$ cat config.mk
export PLATFORM = sky130hd
export DESIGN_NAME = prefix_iter_sequencer
export DESIGN_NICKNAME = d
export VERILOG_FILES = /design/src/rtl/prefix_iter_sequencer.sv
export SDC_FILE = /design/constraint.sdc
export NUM_CORES = 1
export LEC_CHECK = 0
export BUFFER_PORTS_ARGS = -buffer_cell sky130_fd_sc_hd__buf_2
export CAP_MARGIN = 10
export CELL_PAD_IN_SITES_DETAIL_PLACEMENT = 1
export CELL_PAD_IN_SITES_GLOBAL_PLACEMENT = 2
export CORE_AREA = 2 2 112 114
export DETAILED_ROUTE_END_ITERATION = 7
export DIE_AREA = 0 0 114 116
export PLACE_DENSITY_LB_ADDON = 0.08
export SLEW_MARGIN = 5
export SYNTH_ARGS = -nofsm -noshare
export SYNTH_HDL_FRONTEND = slang
export SYNTH_SLANG_ARGS = --single-unit
$ cat constraint.sdc
create_clock -name clk -period 5.1 [get_ports clk]
set_input_delay 0.765 -clock clk [delete_from_list [all_inputs] [get_ports clk]]
set_output_delay 0.765 -clock clk [all_outputs]
set_load 0.005 [all_outputs]
$ cat src/rtl/prefix_iter_sequencer.sv
// Time-multiplexed Kogge-Stone adder: one black-cell prefix row per clock over
// registered generate/propagate vectors, with valid/ready handshakes on both sides.
module prefix_iter_sequencer #(
  parameter int WIDTH = 16
) (
  input  logic                                clk,
  input  logic                                rst,
  input  logic                                in_valid,
  output logic                                in_ready,
  input  logic [WIDTH-1:0]                    a,
  input  logic [WIDTH-1:0]                    b,
  input  logic                                cin,
  output logic                                out_valid,
  input  logic                                out_ready,
  output logic [WIDTH-1:0]                    sum,
  output logic                                cout,
  output logic                                busy,
  output logic [$clog2($clog2(WIDTH)):0]      level
);

  localparam int LEVELS = $clog2(WIDTH);
  localparam int LW     = $clog2(LEVELS) + 1;

  typedef enum logic [1:0] {IDLE, PREFIX, DONE} state_t;

  state_t           state, state_next;
  logic [WIDTH-1:0] g_r, p_r, pbase_r;
  logic             cin_r;
  logic             load, step, last;
  logic [WIDTH-1:0] g_load, g_step, p_step, g_sh, p_sh, hi_mask;
  int unsigned      span;

  assign last = (level == LW'(LEVELS - 1));

  always_ff @(posedge clk or posedge rst) begin
    if (rst) state <= IDLE;
    else     state <= state_next;
  end

  always_comb begin
    state_next = state;
    load       = 1'b0;
    step       = 1'b0;
    in_ready   = 1'b0;
    case (state)
      IDLE: begin
        in_ready = 1'b1;
        if (in_valid) begin
          load       = 1'b1;
          state_next = PREFIX;
        end
      end
      PREFIX: begin
        step = 1'b1;
        if (last) state_next = DONE;
      end
      DONE: begin
        // Retire and reload on the same edge so back-to-back ops skip IDLE.
        if (out_ready) begin
          in_ready = 1'b1;
          if (in_valid) begin
            load       = 1'b1;
            state_next = PREFIX;
          end else begin
            state_next = IDLE;
          end
        end
      end
      default: state_next = IDLE;
    endcase
  end

  // Carry-in folds into bit 0's generate so the prefix tree needs no extra column.
  always_comb begin
    g_load    = a & b;
    g_load[0] = (a[0] & b[0]) | ((a[0] ^ b[0]) & cin);
  end

  // Bits below the span see zeros from the shift, so G holds there; P is masked explicitly.
  always_comb begin
    span    = 32'd1 << level;
    g_sh    = g_r << span;
    p_sh    = p_r << span;
    hi_mask = '1;
    hi_mask = hi_mask << span;
    g_step  = g_r | (p_r & g_sh);
    p_step  = p_r & (p_sh | ~hi_mask);
  end

  always_ff @(posedge clk or posedge rst) begin
    if (rst) begin
      g_r     <= '0;
      p_r     <= '0;
      pbase_r <= '0;
      cin_r   <= 1'b0;
      level   <= '0;
    end else if (load) begin
      g_r     <= g_load;
      p_r     <= a ^ b;
      pbase_r <= a ^ b;
      cin_r   <= cin;
      level   <= '0;
    end else if (step) begin
      g_r   <= g_step;
      p_r   <= p_step;
      level <= level + LW'(1);
    end
  end

  always_comb begin
    busy      = (state == PREFIX);
    out_valid = (state == DONE);
    sum       = '0;
    cout      = 1'b0;
    if (state == DONE) begin
      sum  = pbase_r ^ {g_r[WIDTH-2:0], cin_r};
      cout = g_r[WIDTH-1];
    end
  end

endmodule

==> impl_metrics.csv <==
group,metric,value,unit
run_status,result_of_the_run,"complete, no violations",
clocking,cts-root-buf,"clkbuf_16",
place,numPlacedInstances,723,
timing,final-max-slew-violation-count,0,
critical_path,crit_type,"flip-flop to flip-flop",
grt,grt_usage,0.285,
power_and_ir_drop,peakVddDrop,0.000245,V
power_and_ir_drop,internal_power,1.70,mW
synth,ys_warn_count,0,
timing,hold_viol_final,0,
power_and_ir_drop,post-layout-total-power,3.74,mW
critical_path,worst-endpoint-required,5.27,ns
timing,timing.final.crit_period,3.26,ns
clocking,cts_hold_buffers,0,
power_and_ir_drop,power.switching,2.04,mW
timing,setup_viol,0,
clocking,clk_path_buf_depth,2,
power_and_ir_drop,p_comb_frac,0.639,
grt,globalRoute.totalOverflow,0,
final_layout,design.final.nets,642,
synth,synthArstFlopShare,1.00,
floorplanning,die_area,0.0132,mm^2
place,detailed_place_hpwl,12900,um
power_and_ir_drop,power.static_leakage,2.23,nW
grt,via_count_of_the_first_global_routing_pass,4693,
timing,timing.setup.tns,0,ns
detailed_routing,drt_iter0_drc,336,
power_and_ir_drop,power.share.clock,0.111,
grt,grt_first_pass_wirelength,28400,um
synth,synth_fp_nets,606,
place,place.gp.congestion,0.968,
detailed_routing,post-route-drc-count,0,
floorplanning,dieWidth,114,um
synth,synth_edf_count,0,
floorplanning,initial_utilization,0.374,
final_layout,area_growth_syn_to_layout,11.5,%
hold_path,worst_hold_path_type,"flip-flop to flip-flop",
synth,synthesis.instances,547,
power_and_ir_drop,pwr_density_cell,754,mW/mm^2
clocking,ctsHtreeMaxLevel,2,
critical_path,timing.critical_path.from_type,"flip-flop",
floorplanning,die_y,116,um
grt,grt_antenna_before_repair,0,
timing,hold_slack,0.501,ns
clocking,ctsResizeCount,0,
timing,worst_pin_slew,1.04,ns
clocking,cts_tree,"built",
final_layout,most-common-layout-cells,"106 x nand2_1, 59 x buf_2, 54 x dfrtp_1",
place,buffer_ports.inserted,59,
clocking,tritoncts.num_buffers,5,
synth,synth.cell_area,0.00445,mm^2
power_and_ir_drop,relative_contribution_of_sequential_cells_to_total_power,0.250,
detailed_routing,vias_per_cell,6.17,
synth,average_instance_area_after_synthesis,8.14,um^2
final_layout,fraction_of_layout_instances_using_a_drive_strength_above_1,0.185,
critical_path,path_max_fanout,20,
detailed_routing,wirelength,18000,um
floorplanning,boundaryPins,60,
final_layout,antenna_cells_inserted,0,
detailed_routing,drt_pre_antenna_iters,5,
floorplanning,total_number_of_placement_rows,40,
timing,layout_worst_path_cycle_share,0.639,
power_and_ir_drop,switching_part_of_the_total,0.546,
synth,synth-seq-area-share,0.304,
clocking,post_cts.repair.setup_buffers,0,
clocking,cts.sink_count,54,
synth,yosys_register_bits,54,
detailed_routing,via_count,4508,
critical_path,cp_capture_type,"flip-flop",
timing,slew_headroom,0.306,
final_layout,mostFrequentLayoutCell,"nand2_1",
timing,worst_clock_skew,0.0165,ns
floorplanning,core-area,0.0119,mm^2
timing,max_clock_freq,0.307,GHz
final_layout,fin_util,0.417,
synth,postSynth.topFlopCell,"dfrtp_1",
job,max-cap-violations,0,
grt,grt_start_max_net_pins,55,
final_layout,layoutNonFillerInstCount,731,
detailed_routing,ant_nets,0,
critical_path,worstPathArrival,3.43,ns
timing,grt_setup_unrepaired,"no",
clocking,clkLatencyLatePin,0.32,ns
detailed_routing,route.detailed.wl_per_inst,24.7,um
clocking,clkSlewWorstSetupHoldPaths,0.09,ns
synth,yosysUniqueCellTypes,70,
==> worst max-delay path: stages, from the launching register on <==
cell and delay [ns]:
dfrtp_1 0.47, inv_1 0.11, ha_1 0.75, buf_4 0.44
mux2i_1 0.29, a21oi_1 0.10, o221ai_1 0.31, nor2_1 0.08
o311ai_1 0.38, o311ai_1 0.17
==> power groups by stage <==
stage                     Combinational, mW  Sequential [mW]  Clock (mW)
after floorplan                        1.75            0.786           0
after global placement                 2.31            0.919           0
after detailed placement               2.33            0.929           0
after CTS                              2.35            0.920       0.426
after global routing                   2.60            0.954       0.437
final                                  2.39            0.935       0.415
==> flip-flops by register name, indices dropped and copies added (netlist names) <==
name and flops:
g_r 16, p_r 16, pbase_r 16, level 3, state 2, cin_r 1
==> layer usage <==
layer  GRT usage  up-vias  wire [um]
met3      0.0586       36       1140
met5           0        -          0
met1       0.397     2251       8380
met4      0.0967        0        493
met2       0.443      166       8050
li1            -     2055          -
==> cells by family after synthesis <==
logic type,share of synthesized area
mux,0.101
compound gates,0.225
flops,0.304
simple gates,0.218
fa+ha+maj,0.0618
buf+inv,0.0593
xor+xnor,0.0315
==> area by class of cell <==
class / count / area, um^2
fill: 1478 / 6950
multi-input combinational: 442 / 2850
sequential: 54 / 1350
timing repair buffer: 70 / 378
tap: 147 / 184
clock buffer: 6 / 129
inverter: 10 / 38.8
clock inverter: 2 / 37.5
==> through the flow <==
step                area (um^2)  setup slack (ns)
global route               4960              1.60
finish                     4960              1.84
global placement           4800              2.06
CTS                        4960              1.89
floorplan                  4450              3.00
detailed placement         4800              1.90
==> final timing paths <==
check                            from         end  slack [ns]  cells past startpoint
min in group asynchronous         rst  pbase_r[9]        0.67                      3
max in group asynchronous         rst      p_r[3]        3.92                      3
setup / recovery             level[1]     p_r[10]        1.84                      9
setup reg to reg             level[1]     p_r[10]        1.84                      9
hold reg to reg            pbase_r[4]  pbase_r[4]        0.50                      2
hold / removal             pbase_r[4]  pbase_r[4]        0.50                      2
==> synth_stat cells, types with 6 or more instances <==
master | instances | area share
nand3_1 | 17 | 0.019
a31oi_1 | 10 | 0.014
nand2_1 | 106 | 0.089
o22ai_1 | 9 | 0.013
o221ai_1 | 8 | 0.016
xnor2_1 | 16 | 0.031
dfrtp_1 | 54 | 0.30
buf_2 | 12 | 0.013
clkbuf_1 | 17 | 0.014
a21oi_1 | 33 | 0.037
buf_4 | 7 | 0.012
mux2i_1 | 37 | 0.083
nor2b_1 | 7 | 0.0098
a211oi_1 | 9 | 0.015
nor2_1 | 49 | 0.041
ha_1 | 22 | 0.062
o21ai_0 | 24 | 0.027
inv_1 | 8 | 0.0067
o2bb2ai_1 | 6 | 0.012
No activity file was read; power rests on OpenSTA's default activity.
